### src/rtl/encoder_host_ctrl.sv
// Host-side sequencer for the Encoder core: buffers one block, runs the
// start/putInput/outReady handshake, streams slices in and drains results.
module encoder_host_ctrl #(
   parameter int SLICES = 64,
   parameter int WIDTH  = 25
) (
   input  logic                       clk,
   input  logic                       rst,
   input  logic                       wrEn,
   input  logic [$clog2(SLICES)-1:0]  wrAddr,
   input  logic [WIDTH-1:0]           wrData,
   input  logic                       go,
   output logic                       busy,
   input  logic                       encReady,
   output logic                       encStart,
   input  logic                       encPutInput,
   input  logic                       encOutReady,
   output logic [WIDTH-1:0]           encIn,
   input  logic [WIDTH-1:0]           encOut,
   output logic                       resValid,
   input  logic                       resReady,
   output logic [WIDTH-1:0]           resData,
   output logic [$clog2(SLICES)-1:0]  resIdx,
   output logic                       resLast
);
   localparam int IDXW = $clog2(SLICES);
   localparam logic [IDXW-1:0] LAST_IDX = IDXW'(SLICES - 1);

   typedef enum logic [3:0] {
      IDLE, WAIT_RDY, START, WAIT_PUT, GAP_IN,
      FEED, WAIT_OUT, GAP_OUT, CAPTURE, DRAIN
   } state_t;

   state_t          state_q, state_d;
   logic [IDXW-1:0] cnt_q, cnt_d;
   logic            enc_start_q, enc_start_d;
   logic            busy_q, busy_d;
   logic            res_valid_q, res_valid_d;
   logic [IDXW-1:0] res_idx_q, res_idx_d;
   logic            res_last_q, res_last_d;
   logic            feed_d;
   logic            in_we, res_we;
   logic [WIDTH-1:0] enc_in_q, res_data_q;

   logic [WIDTH-1:0] in_buf  [SLICES];
   logic [WIDTH-1:0] res_buf [SLICES];

   always_comb begin
      state_d     = state_q;
      cnt_d       = cnt_q;
      enc_start_d = 1'b0;
      in_we       = 1'b0;
      res_we      = 1'b0;
      case (state_q)
         IDLE: begin
            in_we = wrEn;
            if (go) state_d = WAIT_RDY;
         end
         WAIT_RDY: if (encReady) state_d = START;
         // start is held until the core answers by dropping ready
         START: begin
            if (encReady) enc_start_d = 1'b1;
            else          state_d     = WAIT_PUT;
         end
         WAIT_PUT: if (encPutInput) state_d = GAP_IN;
         GAP_IN: begin
            state_d = FEED;
            cnt_d   = '0;
         end
         FEED: begin
            if (cnt_q == LAST_IDX) state_d = WAIT_OUT;
            else                   cnt_d   = cnt_q + 1'b1;
         end
         WAIT_OUT: if (encOutReady) state_d = GAP_OUT;
         GAP_OUT: begin
            state_d = CAPTURE;
            cnt_d   = '0;
         end
         CAPTURE: begin
            res_we = 1'b1;
            if (cnt_q == LAST_IDX) begin
               state_d = DRAIN;
               cnt_d   = '0;
            end else begin
               cnt_d = cnt_q + 1'b1;
            end
         end
         DRAIN: begin
            if (res_valid_q && resReady) begin
               if (cnt_q == LAST_IDX) begin
                  state_d = IDLE;
                  cnt_d   = '0;
               end else begin
                  cnt_d = cnt_q + 1'b1;
               end
            end
         end
         default: state_d = IDLE;
      endcase

      busy_d      = (state_d != IDLE);
      feed_d      = (state_d == FEED);
      res_valid_d = (state_d == DRAIN);
      res_idx_d   = res_valid_d ? cnt_d : '0;
      res_last_d  = res_valid_d && (cnt_d == LAST_IDX);
   end

   always_ff @(posedge clk) begin
      if (rst) begin
         state_q     <= IDLE;
         cnt_q       <= '0;
         enc_start_q <= 1'b0;
         busy_q      <= 1'b0;
         res_valid_q <= 1'b0;
         res_idx_q   <= '0;
         res_last_q  <= 1'b0;
      end else begin
         state_q     <= state_d;
         cnt_q       <= cnt_d;
         enc_start_q <= enc_start_d;
         busy_q      <= busy_d;
         res_valid_q <= res_valid_d;
         res_idx_q   <= res_idx_d;
         res_last_q  <= res_last_d;
      end
   end

   // Buffers are never cleared; only the read registers carry reset
   always_ff @(posedge clk) begin
      if (in_we) in_buf[wrAddr] <= wrData;
   end

   always_ff @(posedge clk) begin
      if (res_we) res_buf[cnt_q] <= encOut;
   end

   always_ff @(posedge clk) begin
      if (rst || !feed_d) enc_in_q <= '0;
      else                enc_in_q <= in_buf[cnt_d];
   end

   always_ff @(posedge clk) begin
      if (rst || !res_valid_d) res_data_q <= '0;
      else                     res_data_q <= res_buf[cnt_d];
   end

   assign busy     = busy_q;
   assign encStart = enc_start_q;
   assign encIn    = enc_in_q;
   assign resValid = res_valid_q;
   assign resData  = res_data_q;
   assign resIdx   = res_idx_q;
   assign resLast  = res_last_q;
endmodule

### config.mk
export PLATFORM = sky130hd
export DESIGN_NAME = encoder_host_ctrl
export DESIGN_NICKNAME = d
export VERILOG_FILES = /design/src/rtl/encoder_host_ctrl.sv
export SDC_FILE = /design/constraint.sdc
export NUM_CORES = 2
export LEC_CHECK = 0
export BUFFER_PORTS_ARGS = -buffer_cell sky130_fd_sc_hd__buf_2
export CORE_ASPECT_RATIO = 0.75
export CORE_UTILIZATION = 25
export DETAILED_ROUTE_END_ITERATION = 6
export SYNTH_ARGS = -nofsm -noshare
export SYNTH_HDL_FRONTEND = slang
export SYNTH_SLANG_ARGS = --single-unit
### constraint.sdc
create_clock -name clk -period 6.1 [get_ports clk]
set_input_delay 0.61 -clock clk [delete_from_list [all_inputs] [get_ports clk]]
set_output_delay 0.61 -clock clk [all_outputs]
set_load 0.01 [all_outputs]
==> results by group <==
Clock network
  • Num CTS Buffers: between 300 and 400
  • CTS tree: done
  • Worst-Skew Late Latency: ~960 ps
  • Clock sinks: roughly 3300
  • Clock buffer depth: 4
  • H-tree depth: 5
  • Clock transition at the registers of the reported paths: ~60 ps
  • Root buf cell: clkbuf_16

Route
  • Vias: around 82000
  • Detail Route Antenna Nets: 0
  • Metal2 WL: roughly 170000 um
  • Post-Route M1 WL: ~170000 um
  • Drt first pass iters: 5
  • Highest routed metal layer: met5
  • Residual DRC: 0
  • Met3 wire len: 42700 um
  • Total Routed Length: between 300000 and 400000 um
  • Via-to-Cell Ratio: slightly below 5
  • Starting DRT DRC Count: approximately 12000
  • Wire per inst: 23.4 um

Floorplan
  • Ports: 124
  • Core area: just over 500000 um^2
  • Die Y: just over 600 um
  • Initial Util: 0.251
  • Std-Cell Rows: about 230
  • Die ar.: 516000 um^2
  • Die extent in x: 830 um

Setup path
  • Worst Path Arrival: roughly 6800 ps
  • CP Capture Type: register
  • Slowest CP cell: a2111oi_0
  • CP delay by family, top: compound AO/OA/AOI/OAI gates
  • Worst-path cell chain: ha_1 -> and2_1 -> nand2_1 -> ha_1 -> o32ai_4 -> a21o_4 -> buf_4 -> nand2_1 -> and3_1 -> a311oi_1 -> a31oi_1 -> a2111oi_0 -> buf_4 -> a22o_1
  • Crit-path max cell delay: roughly 1300 ps
  • WP data required: slightly below 7000 ps
  • Crit path launch type: register
  • WP buf/inv: 2
  • Crit Path Max Fanout: 42
  • Kind of critical path: reg2reg

Flow run
  • Max cap viols: 1

STA
  • Post-layout minimum cycle time: ~6000 ps
  • Max_slew headroom: 0.0185
  • Worst-margin pin slew: about 1400 ps
  • Fmax: between 0.15 and 0.2 GHz
  • Setup_tns: 0 ps
  • Final Slew Violations: 0
  • Clk_skew: 117 ps
  • RSZ-0062 raised after global routing: false
  • Final setup viols: 0
  • Final Hold Fails: 0
  • Final worst-path cycle share: 0.975

Power and ir drop
  • Lkg Pwr: 49.6 nW
  • Pwr/cell area: about 310 nW/um^2
  • Max rail drop VDD: between 0.2 and 0.25 mV

Logic synthesis
  • Synth Instances: between 9000 and 10000
  • Post-synth EDFFs: between 3000 and 4000
  • Ys Warns: 0
  • Mean post-synth cell area: approximately 13 um^2
  • Synthesized Nets: between 9000 and 10000
  • Share of synthesized registers carrying an async set or reset: 0
  • Top_reg_cell synth: edfxtp_1
  • Register bit count reported by yosys: between 3000 and 4000
  • Distinct cells, synth: 76
  • Mapped Area: around 130000 um^2
  • Seq/Total Area, Yosys: 0.759

Worst hold path
  • Worst Hold Class: in2reg

Global route
  • Largest net degree at the start of global routing: 115
  • Vias in the first global route: roughly 76000
  • First-pass GRT wire length: 560000 um
  • Initial antenna violation count: 38
  • Total GRT Usage: 0.145
  • Grt total ovfl: 0

Finish
  • Final instance area: 150000 um^2
  • Area occupied by multi-input gates: approximately 28000 um^2
  • Layout cells sized above 1: 0.123
  • Layout area overhead: 16.5%
  • Register Area: between 90000 and 100000 um^2
  • Layout net count: roughly 9900
  • Fillers: 51000

Placed design
  • Routability Congestion: 0.843
  • DP Area: ~140000 um^2
  • Detailed placement HPWL: roughly 230000 um
  • # port buffers: about 120

Run status
  • Outcome: finished with violations
  • Failing checks: max-capacitance violations
[Yosys cell counts, drive strengths merged, types with 3 or more instances]
master,count,area share
a2111oi,38,0.0026
a211o,4,0.00027
a211oi,4,0.00027
a21o,3,0.00018
a21oi,131,0.0051
a22o,19,0.0013
a22oi,24,0.0014
a311oi,252,0.017
a31oi,237,0.012
a32o,4,0.00031
a32oi,37,0.0025
and2,3,0.00015
and3,263,0.013
and4b,3,0.00023
buf,392,0.016
clkbuf,255,0.0075
dfxtp,70,0.011
edfxtp,3200,0.75
inv,7,0.00020
mux2i,57,0.0044
mux4,46,0.0081
nand2,2966,0.087
nand2b,7,0.00034
nand3,1107,0.043
nand3b,11,0.00064
nand4,13,0.00063
nand4b,4,0.00027
nor2,158,0.0046
nor2b,5,0.00024
nor3,10,0.00039
nor3b,3,0.00021
nor4,9,0.00044
o211ai,5,0.00033
o21ai,45,0.0018
o21bai,6,0.00035
o221ai,9,0.00066
o22ai,63,0.0031
o32ai,14,0.0011
or3b,3,0.00022
or4,25,0.0015
[sequential cells by signal, summed over array words and instances, names as in the netlist]
name and cells:
resData 25, res_buf 1600, state_q 4, resValid 1, cnt_q 6, resIdx 6, in_buf 1600, busy 1
resLast 1, encIn 25, encStart 1
[repair_timing]
| action | in CTS | in global routing |
|---|---|---|
| resized for setup | 0 | 0 |
| endpoints found under the hold margin | 5 | 0 |
| hold buffers | 1 | 0 |
| buffers inserted | 0 | 0 |
[area by class of cell]
| class | instances | area share |
|---|---|---|
| Antenna cell | 21 | 0.000351 |
| Sequential cell | 3270 | 0.652 |
| Clock buffer | 456 | 0.0610 |
| Multi-Input combinational cell | 5608 | 0.189 |
| Inverter | 7 | 0.000176 |
| Timing Repair Buffer | 570 | 0.0310 |
| Clock inverter | 156 | 0.00990 |
| Tap cell | 6755 | 0.0565 |
[layer usage]
metal,vias up,track usage
met4,10,0.0443
met3,585,0.0278
li1,35900,-
met1,41700,0.219
met2,4325,0.209
met5,-,0
[worst reg2reg max path: cells and delay by family (launching register included)]
family,cells,cell delay [ps]
flip-flops,1,700
adder cells (fa/ha/maj),2,740
buffers and inverters,2,750
AO/OA/AOI/OAI,6,3010
AND/OR/NAND/NOR,4,600
[per-stage QoR]
stage / setup WS [ps] / utilization / instances / hold WS (ps) / power (mW)
after global placement: 138 / 0.272 / 16200 / 748 / 26.1
after floorplan: 1640 / - / 9532 / 633 / 25.5
after CTS: 384 / 0.293 / 16800 / 125 / 46.0
after global routing: 76.6 / 0.293 / 16800 / 127 / 46.9
after detailed placement: 405 / 0.272 / 16200 / 739 / 26.1
final: 150 / 0.293 / 16800 / 192 / 45.8
[cells by family after synthesis]
group,count (synthesis),share of synthesized area
flip-flops,3270,0.759
XOR/XNOR,2,0.000136
AND/OR/NAND/NOR,4597,0.153
AO/OA/AOI/OAI,904,0.0508
adder cells (fa/ha/maj),2,0.000195
multiplexers,103,0.0125
buffers and inverters,654,0.0240
[power breakdown]
part | switching (mW) | total, mW | internal (mW)
combinational | 0.727 | 0.892 | 0.165
sequential | 0.0215 | 24.7 | 24.7
clock | 8.69 | 20.1 | 11.5
[worst paths after layout]
kind,start,slack (ps),endpoint,cells after the start
max,cnt_q[0],150,encIn[8],14
min,encReady,190,encStart,2
max reg2reg,cnt_q[0],150,encIn[8],14
min reg2reg,res_buf[51][2],770,resData[2],4
[cells in the final DEF (no fill, tap or decap), drive strengths merged, types with 38 or more instances in the layout]
cell and instances:
nand2 2966, a2111oi 38, dfxtp 70, a31oi 237, clkinv 116, buf 567
a311oi 252, nand3 1107, nor2 158, mux2i 57, and3 263, o22ai 63
a21oi 131, o21ai 45, edfxtp 3200, mux4 46, clkbuf 456
(Power assumes the default switching activity.)
